$ cat src/rtl/hog_feature_streamer.sv
// HOG feature streamer: reads fixed-point HOG bins from NBANK parallel result RAMs,
// converts each value to IEEE-754 single precision, packs R reads into one
// AXI-Stream beat and streams NBIN*BEATS_PER_BIN beats per frame.
module hog_feature_streamer #(
    parameter int RAM_AW        = 17,
    parameter int QN            = 10,
    parameter int NBANK         = 4,
    parameter int AXI_DW        = 512,
    parameter int NBIN          = 31,
    parameter int BEATS_PER_BIN = 64,
    parameter int G1            = 18,
    parameter int G2            = 27,
    parameter int FB0           = 0,
    parameter int FB1           = 1,
    parameter int FB2           = 3
) (
    input  logic                  aclk,
    input  logic                  arest,
    input  logic                  start,
    input  logic                  test_mode,
    output logic                  ram_en,
    output logic [RAM_AW-1:0]     ram_addr,
    input  logic [NBANK*QN-1:0]   ram_dout,
    output logic [AXI_DW-1:0]     m_tdata,
    output logic                  m_tvalid,
    input  logic                  m_tready,
    output logic                  m_tlast,
    output logic                  busy,
    output logic                  done
);

    localparam int R     = AXI_DW / (32 * NBANK);
    localparam int WORD  = 32 * NBANK;
    localparam int NBEAT = NBIN * BEATS_PER_BIN;
    localparam int W     = NBEAT * R;
    localparam int RCW   = $clog2(R + 1);
    localparam int BTW   = (NBEAT > 1) ? $clog2(NBEAT) : 1;
    localparam int BNW   = (NBIN > 1) ? $clog2(NBIN) : 1;
    localparam int BBW   = (BEATS_PER_BIN > 1) ? $clog2(BEATS_PER_BIN) : 1;

    localparam logic [RCW-1:0]    RD_LAST   = RCW'(R);
    localparam logic [RAM_AW-1:0] ADDR_LAST = RAM_AW'(W - 1);
    localparam logic [BTW-1:0]    BEAT_LAST = BTW'(NBEAT - 1);
    localparam logic [BNW-1:0]    BIN_LAST  = BNW'(NBIN - 1);
    localparam logic [BBW-1:0]    BIB_LAST  = BBW'(BEATS_PER_BIN - 1);
    localparam logic [BNW-1:0]    G1_B      = BNW'(G1);
    localparam logic [BNW-1:0]    G2_B      = BNW'(G2);

    typedef enum logic [1:0] {StIdle, StRead, StOut, StDone} state_t;

    state_t              state_q, state_d;
    logic [RCW-1:0]      rd_cnt_q;
    logic [RAM_AW-1:0]   addr_q;
    logic [BTW-1:0]      beat_q;
    logic [BNW-1:0]      bin_q;
    logic [BBW-1:0]      bib_q;
    logic [AXI_DW-1:0]   tdata_q;
    logic [WORD-1:0]     word;
    int unsigned         fb;
    logic                last_read_done;
    logic                last_beat;
    logic                handshake;

    // Unsigned QN-bit fraction to float: exponent from leading-one position,
    // remaining bits left-aligned into the mantissa (exact for QN <= 24).
    function automatic logic [31:0] to_float(input logic [QN-1:0] v);
        logic [23:0] norm;
        logic [7:0]  expo;
        int          p;
        p = 0;
        for (int i = 0; i < QN; i++) begin
            if (v[i]) p = i;
        end
        norm = 24'(v) << (23 - p);
        expo = 8'(127 - QN + p);
        if (v == '0) return 32'h0;
        return {1'b0, expo, norm[22:0]};
    endfunction

    assign last_read_done = (state_q == StRead) && (rd_cnt_q == RD_LAST);
    assign last_beat      = (beat_q == BEAT_LAST);
    assign handshake      = (state_q == StOut) && m_tready;

    // FSM state register.
    always_ff @(posedge aclk or posedge arest) begin
        if (arest) state_q <= StIdle;
        else       state_q <= state_d;
    end

    // FSM next-state logic; start is only honoured in idle.
    always_comb begin
        state_d = state_q;
        unique case (state_q)
            StIdle:  if (start) state_d = StRead;
            StRead:  if (last_read_done) state_d = StOut;
            StOut:   if (m_tready) state_d = last_beat ? StDone : StRead;
            StDone:  state_d = StIdle;
            default: state_d = StIdle;
        endcase
    end

    // FSM outputs.
    always_comb begin
        ram_en   = (state_q == StRead) && (rd_cnt_q < RD_LAST);
        m_tvalid = (state_q == StOut);
        m_tlast  = (state_q == StOut) && last_beat;
        busy     = (state_q == StRead) || (state_q == StOut);
        done     = (state_q == StDone);
    end

    // Read-cycle counter: 0..R-1 issue reads, R captures the final word.
    always_ff @(posedge aclk or posedge arest) begin
        if (arest)                                    rd_cnt_q <= '0;
        else if (state_q == StRead && !last_read_done) rd_cnt_q <= rd_cnt_q + RCW'(1);
        else                                          rd_cnt_q <= '0;
    end

    // Read address; wraps at the frame size so each frame starts at 0.
    always_ff @(posedge aclk or posedge arest) begin
        if (arest)       addr_q <= '0;
        else if (ram_en) addr_q <= (addr_q == ADDR_LAST) ? '0 : addr_q + RAM_AW'(1);
    end

    // Beat, beat-in-bin and bin counters advance on each accepted beat.
    always_ff @(posedge aclk or posedge arest) begin
        if (arest) begin
            beat_q <= '0;
            bib_q  <= '0;
            bin_q  <= '0;
        end else if (handshake) begin
            beat_q <= last_beat ? '0 : beat_q + BTW'(1);
            if (bib_q == BIB_LAST) begin
                bib_q <= '0;
                bin_q <= (bin_q == BIN_LAST) ? '0 : bin_q + BNW'(1);
            end else begin
                bib_q <= bib_q + BBW'(1);
            end
        end
    end

    // First-bank offset selected by bin group.
    always_comb begin
        if (bin_q < G1_B)      fb = int'(FB0);
        else if (bin_q < G2_B) fb = int'(FB1);
        else                   fb = int'(FB2);
    end

    // Rotate banks into lanes and convert each to float.
    always_comb begin
        word = '0;
        for (int j = 0; j < NBANK; j++) begin
            word[j*32 +: 32] = to_float(ram_dout[((fb + j) % NBANK)*QN +: QN]);
        end
    end

    // Pack the word returned for read (rd_cnt-1); test_mode overrides the whole beat.
    always_ff @(posedge aclk or posedge arest) begin
        if (arest) begin
            tdata_q <= '0;
        end else if (state_q == StRead && rd_cnt_q != '0) begin
            if (last_read_done && test_mode)
                tdata_q <= '1;
            else
                tdata_q[(int'(rd_cnt_q) - 1)*WORD +: WORD] <= word;
        end
    end

    assign ram_addr = addr_q;
    assign m_tdata  = tdata_q;

endmodule

$ cat config.mk
export PLATFORM = sky130hd
export DESIGN_NAME = hog_feature_streamer
export DESIGN_NICKNAME = d
export VERILOG_FILES = /design/src/rtl/hog_feature_streamer.sv
export SDC_FILE = /design/constraint.sdc
export NUM_CORES = 1
export LEC_CHECK = 0
export ABC_AREA = 0
export BUFFER_PORTS_ARGS = -buffer_cell sky130_fd_sc_hd__buf_2
export CELL_PAD_IN_SITES_DETAIL_PLACEMENT = 0
export CELL_PAD_IN_SITES_GLOBAL_PLACEMENT = 1
export CORE_MARGIN = 2
export CORE_UTILIZATION = 40
export CTS_CLUSTER_SIZE = 30
export DETAILED_ROUTE_END_ITERATION = 8
export PLACE_DENSITY = 0.81
export SYNTH_ARGS = -nofsm -noshare
export SYNTH_HDL_FRONTEND = slang
export SYNTH_SLANG_ARGS = --single-unit
$ cat constraint.sdc
create_clock -name aclk -period 26.8 [get_ports aclk]
set_clock_uncertainty 0.1 [all_clocks]
set_input_delay 5.36 -clock aclk [delete_from_list [all_inputs] [get_ports aclk]]
set_output_delay 5.36 -clock aclk [all_outputs]
set_load 0.01 [all_outputs]
==> flow_summary_export.csv <==
group,metric,value,unit
synthesis,ys_seq_area_frac,0.559,
final_layout,final_area,0.0289,mm2
route,drt_wl_total,91.9,mm
hold_path,depth_of_the_worst_hold_timing_path,2,
synthesis,mappedNetlistArea,0.0236,mm2
critical_path,reg2reg_depth,13,
placed_design,detailed_place_hpwl,66.5,mm
power,share_seq_of_total_power,0.420,
critical_path,reg2reg_from,"rd_cnt_q[0]$_DFF_PP0_",
critical_path,critical_path_required,27.20,ns
hold_path,min-delay-path-class,"flip-flop to flip-flop",
clock_tree,clock_tree.root_cell,"sky130_fd_sc_hd__clkbuf_16",
clock_tree,cts_setup_buffers,0,
final_layout,layout_commonest_cell,"sky130_fd_sc_hd__nand2_1",
global_routing,globalRoute.totalOverflow,0,
clock_tree,ctsHoldBuffers,0,
critical_path,cp_max_fo,11,
hold_path,hold_path_end,"m_tdata[165]$_DFFE_PP0P_",
global_routing,track_usage,0.293,
synthesis,yosys_register_bits,528,
final_layout,multi_input_area,0.00947,mm2
timing,timing.final.hold_violations,0,
timing,timing_worst_slew_pin_value,1.27,ns
route,drt_first_pass_iters,8,
synthesis,syn-mean-instance-area,9.29,um2
power,total_power,2.64,mW
placed_design,buffer_ports.inserted,578,
final_layout,layout_common_cells,"sky130_fd_sc_hd__nand2_1, sky130_fd_sc_hd__buf_2, sky130_fd_sc_hd__dfrtp_1, sky130_fd_sc_hd__nor2_1, sky130_fd_sc_hd__a21oi_1",
route,drt.antenna.violating_nets,0,
route,detail_route.drc_violations,0,
power,leakage,13.6,nW
placed_design,gp_congestion,0.965,
critical_path,worstSetupPathType,"input pin to flip-flop",
critical_path,worst_ep_arrival_time,8.65,ns
clock_tree,cts_buffers,55,
power,pwr-share-clk,0.306,
clock_tree,cts_num_sinks,528,
run_status,status,"finished clean",
die,die_height,247,um
die,design.portCount,579,
timing,rsz0062_at_grt,"no",
timing,slew_headroom,0.144,
timing,final.period_utilization,0.308,
synthesis,synth_top_area_cells,"sky130_fd_sc_hd__dfrtp_1, sky130_fd_sc_hd__nand2_1, sky130_fd_sc_hd__a21oi_1",
route,vias_per_inst,5.61,
critical_path,worstSetupEndpointType,"flip-flop",
clock_tree,clock_tree_buffer_depth,3,
critical_path,timing.reg2reg.setup_slack,20.46,ns
critical_path,max_stage_delay,0.71,ns
synthesis,share_of_the_synthesized_area_in_the_top_cell_type,0.559,
timing,period_needed,8.26,ns
clock_tree,clk_latency,0.64,ns
placed_design,post-place-ws,18.02,ns
global_routing,vias_in_the_first_global_route,20200,
synthesis,synth_top_flop_cell,"sky130_fd_sc_hd__dfrtp_1",
synthesis,synthDominantAreaCellType,"sky130_fd_sc_hd__dfrtp_1",
clock_tree,cts_max_level,2,
power,power.share.switching,0.352,
final_layout,flow.area_growth_from_synthesis,22.1,%
global_routing,grt_pass1_wl,134,mm
critical_path,critical_path.reg2reg.endpoint,"m_tdata[249]$_DFFE_PP0P_",
final_layout,seq_area,0.0132,mm2
timing,timing.final.max_slew_violations,0,
power,p_switching,932,uW
timing,setup_violating_endpoint_count_in_the_final_report,0,
route,dr.first_iter.drc_count,2011,
power,share_comb_of_total_power,0.274,
timing,clock.fmax,0.121,GHz
final_layout,fin_nets,3090,
clock_tree,cts_resized,0,
die,die-width,247,um
critical_path,crit_slowest_cell,"sky130_fd_sc_hd__nor4_2",
synthesis,postSynthCellCount,2546,
global_routing,initial_antenna_violation_count,2,
power,power-per-cell-area,91.6,mW/mm2
clock_tree,clkTransAtPathRegs,0.06,ns
die,die_area,0.0611,mm2
die,core.rowCount,89,
route,wl_cell,23.9,um
critical_path,cp_cell_sequence,"buf_2, mux2i_1, a21oi_1, nor4_2, nand4_1, nor2b_1, nor2_1, o21ai_0",
power,worst_ir_drop_vdd,65.1,uV
clock_tree,cts_tree,"done",
synthesis,synth_fp_nets,2615,
run,max-cap-violations,0,
die,core_area,0.0587,mm2
final_layout,final_layout_size_suffix_gt1_frac,0.254,
placed_design,postPlaceCellArea,0.0269,mm2
hold_path,hold_path_startpoint,"m_tdata[165]$_DFFE_PP0P_",
timing,tns,0,ns
synthesis,synth_cell_types,95,
die,start_util,0.403,
final_layout,n_fill_cell,5662,
timing,hold_ws,0.368,ns
synthesis,asyncSetResetFlopFracSynth,1.00,
synthesis,synth-edff-count,0,
route,routed-via-count,21500,
timing,layout_setup_ws,18.54,ns
synthesis,synth_warnings,0,
power,int_pwr,1.71,mW
global_routing,largest_net_degree_at_the_start_of_global_routing,111,
critical_path,cp-start-kind,"input pin",
## Yosys cell counts, types with 13 or more instances
cell type	instances
sky130_fd_sc_hd__nand3_1	87
sky130_fd_sc_hd__inv_1	26
sky130_fd_sc_hd__nand2_1	672
sky130_fd_sc_hd__ha_1	24
sky130_fd_sc_hd__o31ai_1	16
sky130_fd_sc_hd__nand4_1	13
sky130_fd_sc_hd__mux2i_1	17
sky130_fd_sc_hd__nor3_1	50
sky130_fd_sc_hd__clkbuf_1	125
sky130_fd_sc_hd__and3_1	17
sky130_fd_sc_hd__o211ai_1	49
sky130_fd_sc_hd__dfrtp_1	528
sky130_fd_sc_hd__a211oi_1	15
sky130_fd_sc_hd__buf_2	24
sky130_fd_sc_hd__a21o_1	14
sky130_fd_sc_hd__a31oi_1	42
sky130_fd_sc_hd__and2_1	13
sky130_fd_sc_hd__o22a_1	14
sky130_fd_sc_hd__xor2_1	13
sky130_fd_sc_hd__xnor2_1	20
sky130_fd_sc_hd__nor2_1	194
sky130_fd_sc_hd__o21ai_0	143
sky130_fd_sc_hd__buf_4	36
sky130_fd_sc_hd__a21oi_1	185
## registers in the layout, indices dropped and copies added, names as in the netlist
name and flops:
m_tdata 484, beat_q 11, ram_addr 17, state_q 2, rd_cnt_q 3, bin_q 5
bib_q 6
## per-layer routing
layer  part of all wire  GRT usage  vias to the layer above
met5                  0          0                        -
met4              0.033     0.0939                        0
met3              0.083     0.0649                      171
met2               0.47      0.463                      957
met1               0.42      0.399                    10700
li1                   -          -                     9682
## worst max-delay path by stage
stage                       from  cells past startpoint                  endpoint
detailed placement  ram_dout[28]                     10  m_tdata[476]$_DFFE_PP0P_
CTS                  ram_dout[4]                      8  m_tdata[476]$_DFFE_PP0P_
global route         ram_dout[4]                      8  m_tdata[476]$_DFFE_PP0P_
global placement     ram_dout[4]                      8  m_tdata[476]$_DFFE_PP0P_
floorplan                  arest                      1     beat_q[0]$_DFFE_PP0P_
finish               ram_dout[4]                      8  m_tdata[476]$_DFFE_PP0P_
## stage by stage
stage           util  cells
6_report       0.492   3838
3_5_place_dp   0.459   3737
4_1_cts        0.492   3837
2_1_floorplan      -   2546
3_3_place_gp   0.459   3737
5_1_grt        0.492   3837
## cell families (layout without fill, tap and decap cells)
logic type | count (synthesis) | in the layout | synth area share
AO/OA/AOI/OAI | 609 | 609 | 0.166
AND/OR/NAND/NOR | 1104 | 1104 | 0.196
adder cells (fa/ha/maj) | 24 | 24 | 0.0127
buffers and inverters | 227 | 745 | 0.0440
other | 0 | 1 | 0
XOR/XNOR | 33 | 33 | 0.0122
multiplexers | 21 | 21 | 0.00968
flip-flops | 528 | 528 | 0.559
## final cells by class
| class | count | area share |
|---|---|---|
| flip-flops and latches | 528 | 0.458 |
| multi-input cells | 1791 | 0.328 |
| repair buffers | 612 | 0.109 |
| clock buffers | 68 | 0.0522 |
| well taps | 773 | 0.0335 |
| clock inverters | 32 | 0.0146 |
| inverters | 33 | 0.00455 |
| diodes | 1 | 0.0000867 |
## critical path: cells and delay by family
| kind | cells | cell delay (ns) |
|---|---|---|
| simple gates | 4 | 2.24 |
| mux | 1 | 0.57 |
| compound gates | 2 | 0.35 |
| buf+inv | 1 | 0.12 |
## power by group through the flow
stage,clock (mW),sequential (mW),combinational [mW]
final,0.809,1.11,0.725
after global routing,0.859,1.13,0.795
after CTS,0.822,1.11,0.729
after detailed placement,0,1.12,0.726
after global placement,0,1.11,0.716
after floorplan,0,1.17,0.305
Note: power is estimated with default switching activity, not from simulation.
